**src/rtl/int_rs_pkg.sv**
```systemverilog
// rtl/int_rs_pkg.sv - shared widths and uop types for the integer reservation station
package int_rs_pkg;

   localparam int DEFAULT_INT_RS_DEPTH = 8;
   localparam int ROB_IDX_W  = 5;
   localparam int PRF_IDX_W  = 6;
   localparam int ARCH_REG_W = 5;
   localparam int XLEN       = 32;
   localparam int IMM_W      = 20;

   typedef enum logic [3:0] {
      ALU_ADD, ALU_SUB, ALU_AND, ALU_OR, ALU_XOR, ALU_SLL, ALU_SRL, ALU_SRA,
      ALU_SLT, ALU_SLTU, ALU_LUI, ALU_AUIPC
   } alu_op_e;

   typedef enum logic { OP1_RS1, OP1_PC  } op1_sel_e;
   typedef enum logic { OP2_RS2, OP2_IMM } op2_sel_e;

   typedef struct packed {
      alu_op_e                fu_opcode;
      op1_sel_e               op1_sel;
      op2_sel_e               op2_sel;
      logic [IMM_W-1:0]       imm_packed;
      logic [XLEN-1:0]        pc;
      logic [ROB_IDX_W-1:0]   rob_id;
      logic [ARCH_REG_W-1:0]  rd_arch;
      logic [PRF_IDX_W-1:0]   rd_phy;
      logic [PRF_IDX_W-1:0]   rs1_phy;
      logic [XLEN-1:0]        rs1_value;
      logic                   rs1_rdy;
      logic [PRF_IDX_W-1:0]   rs2_phy;
      logic [XLEN-1:0]        rs2_value;
      logic                   rs2_rdy;
   } int_rs_entry_t;

   typedef struct packed {
      alu_op_e                fu_opcode;
      op1_sel_e               op1_sel;
      op2_sel_e               op2_sel;
      logic [IMM_W-1:0]       imm_packed;
      logic [XLEN-1:0]        pc;
      logic [ROB_IDX_W-1:0]   rob_id;
      logic [ARCH_REG_W-1:0]  rd_arch;
      logic [PRF_IDX_W-1:0]   rd_phy;
      logic [XLEN-1:0]        rs1_value;
      logic [XLEN-1:0]        rs2_value;
   } int_rs_reg_t;

   // Operands are already captured, so issue is a plain field copy.
   function automatic int_rs_reg_t to_issue(input int_rs_entry_t e);
      int_rs_reg_t r;
      r.fu_opcode  = e.fu_opcode;
      r.op1_sel    = e.op1_sel;
      r.op2_sel    = e.op2_sel;
      r.imm_packed = e.imm_packed;
      r.pc         = e.pc;
      r.rob_id     = e.rob_id;
      r.rd_arch    = e.rd_arch;
      r.rd_phy     = e.rd_phy;
      r.rs1_value  = e.rs1_value;
      r.rs2_value  = e.rs2_value;
      return r;
   endfunction

endpackage

```
**src/rtl/cdb_itf.sv**
```systemverilog
// rtl/cdb_itf.sv - common data bus broadcast of one completed result per cycle
interface cdb_itf
   import int_rs_pkg::*;
();
   logic                 valid;
   logic [PRF_IDX_W-1:0] rd_phy;
   logic [XLEN-1:0]      rd_value;

   modport rs (input valid, input rd_phy, input rd_value);
endinterface

```
**src/rtl/int_rs_age_matrix.sv**
```systemverilog
// rtl/int_rs_age_matrix.sv - age matrix granting the oldest requesting entry
module int_rs_age_matrix #(
   parameter int DEPTH = 8
) (
   input  logic             clk,
   input  logic             rst,
   input  logic [DEPTH-1:0] alloc,
   input  logic [DEPTH-1:0] free,
   input  logic [DEPTH-1:0] req,
   output logic [DEPTH-1:0] grant
);

   // older_q[i][j] set means entry j was allocated before entry i.
   logic [DEPTH-1:0] older_q [DEPTH];
   logic [DEPTH-1:0] occ_q;

   always_ff @(posedge clk or negedge rst) begin
      if (!rst) begin
         occ_q <= '0;
         for (int i = 0; i < DEPTH; i++) older_q[i] <= '0;
      end else begin
         occ_q <= (occ_q & ~free) | alloc;
         for (int i = 0; i < DEPTH; i++) begin
            if (alloc[i]) older_q[i] <= occ_q & ~free & ~alloc;
            else          older_q[i] <= older_q[i] & ~alloc;
         end
      end
   end

   always_comb begin
      grant = '0;
      for (int i = 0; i < DEPTH; i++)
         grant[i] = req[i] && ((req & older_q[i]) == '0);
   end

endmodule

```
**src/rtl/int_rs.sv**
```systemverilog
// rtl/int_rs.sv - value-capturing integer reservation station with oldest-ready issue
module int_rs
   import int_rs_pkg::*;
#(
   parameter int INT_RS_DEPTH = DEFAULT_INT_RS_DEPTH
) (
   input  logic          clk,
   input  logic          rst,
   input  logic          flush,
   input  logic          dispatch_valid,
   output logic          dispatch_ready,
   input  int_rs_entry_t dispatch_uop,
   cdb_itf.rs            cdb,
   input  logic          fu_ready,
   output int_rs_reg_t   int_rs_reg,
   output logic          int_rs_reg_valid
);

   int_rs_entry_t           ent_q [INT_RS_DEPTH];
   logic [INT_RS_DEPTH-1:0] valid_q;
   logic [INT_RS_DEPTH-1:0] req;
   logic [INT_RS_DEPTH-1:0] grant;
   logic [INT_RS_DEPTH-1:0] free_slot;
   logic [INT_RS_DEPTH-1:0] alloc_oh;
   logic [INT_RS_DEPTH-1:0] issue_oh;
   logic [INT_RS_DEPTH-1:0] free_oh;
   logic                    do_alloc;
   logic                    do_issue;
   logic                    found;
   int_rs_entry_t           new_ent;
   int_rs_reg_t             sel_reg;

   assign dispatch_ready = ~&valid_q;
   assign do_alloc       = dispatch_valid && dispatch_ready && !flush;
   assign do_issue       = fu_ready && (|req) && !flush;
   assign issue_oh       = do_issue ? grant : '0;
   assign alloc_oh       = do_alloc ? free_slot : '0;
   assign free_oh        = flush ? '1 : issue_oh;

   always_comb begin
      free_slot = '0;
      found     = 1'b0;
      for (int i = 0; i < INT_RS_DEPTH; i++) begin
         req[i] = valid_q[i] && ent_q[i].rs1_rdy && ent_q[i].rs2_rdy;
         if (!valid_q[i] && !found) begin
            free_slot[i] = 1'b1;
            found        = 1'b1;
         end
      end
   end

   // A source broadcast in the dispatch cycle is captured on the way in.
   always_comb begin
      new_ent = dispatch_uop;
      if (cdb.valid && !dispatch_uop.rs1_rdy && dispatch_uop.rs1_phy == cdb.rd_phy) begin
         new_ent.rs1_value = cdb.rd_value;
         new_ent.rs1_rdy   = 1'b1;
      end
      if (cdb.valid && !dispatch_uop.rs2_rdy && dispatch_uop.rs2_phy == cdb.rd_phy) begin
         new_ent.rs2_value = cdb.rd_value;
         new_ent.rs2_rdy   = 1'b1;
      end
   end

   always_comb begin
      sel_reg = '0;
      for (int i = 0; i < INT_RS_DEPTH; i++)
         if (grant[i]) sel_reg = to_issue(ent_q[i]);
   end

   int_rs_age_matrix #(.DEPTH(INT_RS_DEPTH)) u_age (
      .clk   (clk),
      .rst   (rst),
      .alloc (alloc_oh),
      .free  (free_oh),
      .req   (req),
      .grant (grant)
   );

   always_ff @(posedge clk or negedge rst) begin
      if (!rst)       valid_q <= '0;
      else if (flush) valid_q <= '0;
      else            valid_q <= (valid_q & ~issue_oh) | alloc_oh;
   end

   // Payload needs no reset: valid_q gates every use of it.
   always_ff @(posedge clk) begin
      for (int i = 0; i < INT_RS_DEPTH; i++) begin
         if (alloc_oh[i]) begin
            ent_q[i] <= new_ent;
         end else if (valid_q[i] && cdb.valid) begin
            if (!ent_q[i].rs1_rdy && ent_q[i].rs1_phy == cdb.rd_phy) begin
               ent_q[i].rs1_value <= cdb.rd_value;
               ent_q[i].rs1_rdy   <= 1'b1;
            end
            if (!ent_q[i].rs2_rdy && ent_q[i].rs2_phy == cdb.rd_phy) begin
               ent_q[i].rs2_value <= cdb.rd_value;
               ent_q[i].rs2_rdy   <= 1'b1;
            end
         end
      end
   end

   always_ff @(posedge clk or negedge rst) begin
      if (!rst) begin
         int_rs_reg       <= '0;
         int_rs_reg_valid <= 1'b0;
      end else if (flush) begin
         int_rs_reg_valid <= 1'b0;
      end else begin
         int_rs_reg_valid <= do_issue;
         if (do_issue) int_rs_reg <= sel_reg;
      end
   end

endmodule
```
**src/flat_wrapper.sv**
```systemverilog
// flat-port wrapper written by rule: the top's interface ports become plain ports
module int_rs_flat import int_rs_pkg::*;
#(
   parameter int INT_RS_DEPTH = DEFAULT_INT_RS_DEPTH
)
  (clk, rst, flush, dispatch_valid, dispatch_ready, dispatch_uop, fu_ready, int_rs_reg, int_rs_reg_valid, cdb_valid, cdb_rd_phy, cdb_rd_value);
  cdb_itf cdb_i ();
  input  logic clk;
  input  logic rst;
  input  logic flush;
  input  logic dispatch_valid;
  output logic dispatch_ready;
  input  int_rs_entry_t dispatch_uop;
  input  logic fu_ready;
  output int_rs_reg_t int_rs_reg;
  output logic int_rs_reg_valid;
  input wire logic [$bits(cdb_i.valid)-1:0] cdb_valid;
  input wire logic [$bits(cdb_i.rd_phy)-1:0] cdb_rd_phy;
  input wire logic [$bits(cdb_i.rd_value)-1:0] cdb_rd_value;
  assign cdb_i.valid = cdb_valid;
  assign cdb_i.rd_phy = cdb_rd_phy;
  assign cdb_i.rd_value = cdb_rd_value;
  int_rs #(.INT_RS_DEPTH(INT_RS_DEPTH)) u_core (.clk(clk), .rst(rst), .flush(flush), .dispatch_valid(dispatch_valid), .dispatch_ready(dispatch_ready), .dispatch_uop(dispatch_uop), .cdb(cdb_i), .fu_ready(fu_ready), .int_rs_reg(int_rs_reg), .int_rs_reg_valid(int_rs_reg_valid));
endmodule
```
**config.mk**
```make
export PLATFORM = sky130hd
export DESIGN_NAME = int_rs_flat
export DESIGN_NICKNAME = d
export VERILOG_FILES = /design/src/rtl/int_rs_pkg.sv /design/src/rtl/cdb_itf.sv /design/src/rtl/int_rs_age_matrix.sv /design/src/rtl/int_rs.sv /design/src/flat_wrapper.sv
export SDC_FILE = /design/constraint.sdc
export NUM_CORES = 2
export LEC_CHECK = 0
export CAP_MARGIN = 10
export CELL_PAD_IN_SITES_DETAIL_PLACEMENT = 0
export CELL_PAD_IN_SITES_GLOBAL_PLACEMENT = 1
export CORE_AREA = 5 5 513 388
export CTS_BUF_LIST = sky130_fd_sc_hd__clkbuf_8
export DETAILED_ROUTE_END_ITERATION = 10
export DIE_AREA = 0 0 518 393
export PLACE_DENSITY = 0.53
export SKIP_CTS_REPAIR_TIMING = 1
export SLEW_MARGIN = 30
export SYNTH_ARGS = -nofsm -noshare
export SYNTH_HDL_FRONTEND = slang
export SYNTH_SLANG_ARGS = --single-unit
```
**constraint.sdc**
```tcl
create_clock -name clk -period 6.96 [get_ports clk]
set_input_delay 2.088 -clock clk [delete_from_list [all_inputs] [get_ports clk]]
set_output_delay 2.088 -clock clk [all_outputs]
set_load 0.05 [all_outputs]
```
==> results.toml <==
[status]
status = "finished, final reports clean"

[die]
die-width_um = 518
ios = 336
initial_core_util_pct = 32.8
dieArea_mm2 = 0.204
chipHeight_um = 393
rows = 140
core_mm2 = 0.193

[pwr]
switchingPower_mw = 5.43
cellLeakagePower_nw = 25.4
irDropWorstVdd_mv = 0.171
p_per_area_mw_per_mm2 = 262
clock_power_share_pct = 38.2
share_seq_of_total_power_pct = 50.4
combPwrFrac_pct = 11.4
swShare_pct = 27.8
internal-power_mw = 14.1

[clocking]
cts_tree = "built"
worstSkewPairLatency_ns = 1.01
htree_levels = 4
clock_sinks = 1435
cts_buffer_depth = 3
cts_root_buf = "clkbuf_8"
cts_buffers = 232
path_clk_slew_ns = 0.07

[route]
drcViolationCount = 0
via_per_inst = 5.68
first_pass_iters = 5
ant_nets = 0
wl_per_cell_um = 31.6
finalWirelength_um = 240000
drtIter0Drc = 4012
vias = 43200

[synth]
ys.warnings.count = 0
syn_area_mm2 = 0.0635
synth_edf_count = 1214
post-synth-top-count-cell = "edfxtp_1"
synth_top_area_share_pct = 57.4
syn_avg_cell_area_um2 = 14.0
ys_dominant_reg_cell = "edfxtp_1"
ys_top_cells_by_count = "1214 x edfxtp_1, 448 x mux2_2, 311 x nor3_1, 309 x nor2_1, 273 x clkbuf_1"
synth_area_leaders = "edfxtp_1 57%, dfrtp_1 8.6%, mux2_2 7.9%, nor3_1 2.5%, o211a_1 2.2%"
synth-simple-area-share_pct = 6.08
yosysTopAreaCell = "edfxtp_1"
netlist_instances = 4552
synth.distinct_cells = 58
synth_xor_area_share_pct = 1.49
yosysSeqAreaShare_pct = 66.1
synth_compound_area_share_pct = 14.2
synthesis.nets = 4748
async_reset_ff_share_pct = 15.3
synth.area.mux_share_pct = 8.42
synthAdderAreaFrac_pct = 0
ys_ff_latch = 1435
synth_top_family_by_area = "compound AO/OA/AOI/OAI gates"

[sta]
finalHoldViolations = 0
finalWorstSetupSlack_ns = 1.70
finalClockSkew_ns = 0.0887
rsz0062_at_grt = "false"
worstMarginPinSlew_ns = 1.06
final_max_slew_viol_count = 0
period_minus_slack_ns = 5.26
relSlewSlack_pct = 29.1
setup_viol = 0
fmax_ghz = 0.190
period_share_pct = 75.5
tns_ns = 0

[job]
maxCapViolCount = 0

[critical_path]
cp_cell_sequence = "and4_1, nand3_1, clkdlybuf4s50_1"
crit_type = "register to primary output"
cp.required_ns = 4.87
rr_worst_depth = 8
cp.arrival_ns = 3.17
slowest_stage = "dfrtp_1"
path_max_fanout = 18
cp-end-kind = "primary output"
start_kind = "register"
slowest_delay_ns = 0.82

[layout]
layoutNonFillerInstCount = 7597
fillers = 18400
layout.nets = 5008
syn2layout_area_growth_pct = 17.7
fin_area_mm2 = 0.0747
drive_gt1_share_pct = 18.7
largest_register_ffs = 1216

[grt]
gr-total-overflow = 0
gr-usage-all-layers_pct = 23.0
grt_pass1_vias = 43900
grt_pass1_wl_um = 340000
grt_max_degree = 151
grt_antenna_before_repair = 35

[placed_design]
placedCellCount = 7131
preCtsSetupSlack_ns = 1.21
dp_hpwl_um = 127000
io_buffers = 335
place_area_mm2 = 0.0699
routabilityCongestion = 0.758

[hold_path]
whs_path_depth = 1
hold_path.class = "register to register"
[cells by family after synthesis]
group,after synthesis
and+or+nand+nor,843
muxes,478
buffers and inverters,583
DFF,1435
xor gates and xnor gates,108
AOI/OAI and AO/OA,1105
[placed cells by master, fill, tap and decap left out, types with 43 or more instances in the layout]
cell type / count
a221oi_1: 139
a22o_1: 67
a22oi_1: 142
a31oi_1: 139
buf_4: 70
clkbuf_8: 277
clkdlybuf4s50_1: 334
dfrtp_1: 219
edfxtp_1: 1214
inv_1: 257
mux2_2: 448
nand2_1: 86
nand4_1: 43
nor2_1: 307
nor3_1: 310
o211a_1: 139
o21a_1: 143
o221ai_1: 138
o32ai_1: 138
xor2_1: 72
[critical path, delay by kind of cell, from the launching register on]
kind	cells	cell delay, ns
flip-flops	1	0.82
buffers and inverters	1	0.82
AND/OR/NAND/NOR	2	0.53
[metal layers]
| layer | share of wire [%] | routed length, um | GRT usage (%) |
|---|---|---|---|
| met3 | 6.4 | 15400 | 4.20 |
| met2 | 45 | 109000 | 36.1 |
| met5 | 0.0087 | 21 | 0 |
| met1 | 46 | 111000 | 33.0 |
| met4 | 2.2 | 5350 | 5.83 |
[final timing paths]
kind                                          start                        to  slack (ns)
setup / recovery                  u_core.valid_q[1]            dispatch_ready        1.70
hold / removal             u_core.u_age.older_q[28]  u_core.u_age.older_q[28]        0.49
setup reg to reg                  u_core.valid_q[3]     u_core.int_rs_reg[25]        3.00
hold reg to reg            u_core.u_age.older_q[28]  u_core.u_age.older_q[28]        0.49
max in group asynchronous                       rst     u_core.int_rs_reg[36]        4.64
min in group asynchronous                       rst    u_core.int_rs_reg[114]        1.00
[cell type report]
class	instances	area (um2)	share of cell area (%)
flip-flops and latches	1435	42000	56.2
multi-input cells	2534	19400	26.0
repair buffers	450	4780	6.40
clock buffers	277	3810	5.10
well taps	2556	3200	4.28
clock inverters	161	890	1.19
inverters	159	624	0.835
diodes	25	62.6	0.0837
[power groups by stage]
stage          Combinational [mW]  Sequential (mW)  Clock, mW
4_1_cts                      2.25             9.88       7.64
3_5_place_dp                 2.25             10.1          0
3_3_place_gp                 2.24             10.1          0
2_1_floorplan               0.521             10.7          0
6_report                     2.23             9.87       7.47
5_1_grt                      2.35             9.89       8.05
[through the flow]
stage	util [%]	total power, mW	hold slack, ns
6_report	38.6	19.6	0.487
4_1_cts	38.6	19.8	0.484
3_3_place_gp	36.1	12.3	0.467
3_5_place_dp	36.2	12.3	0.467
2_1_floorplan	-	11.2	0.443
5_1_grt	38.6	20.3	0.509
Note: power is estimated with default switching activity, not from simulation.
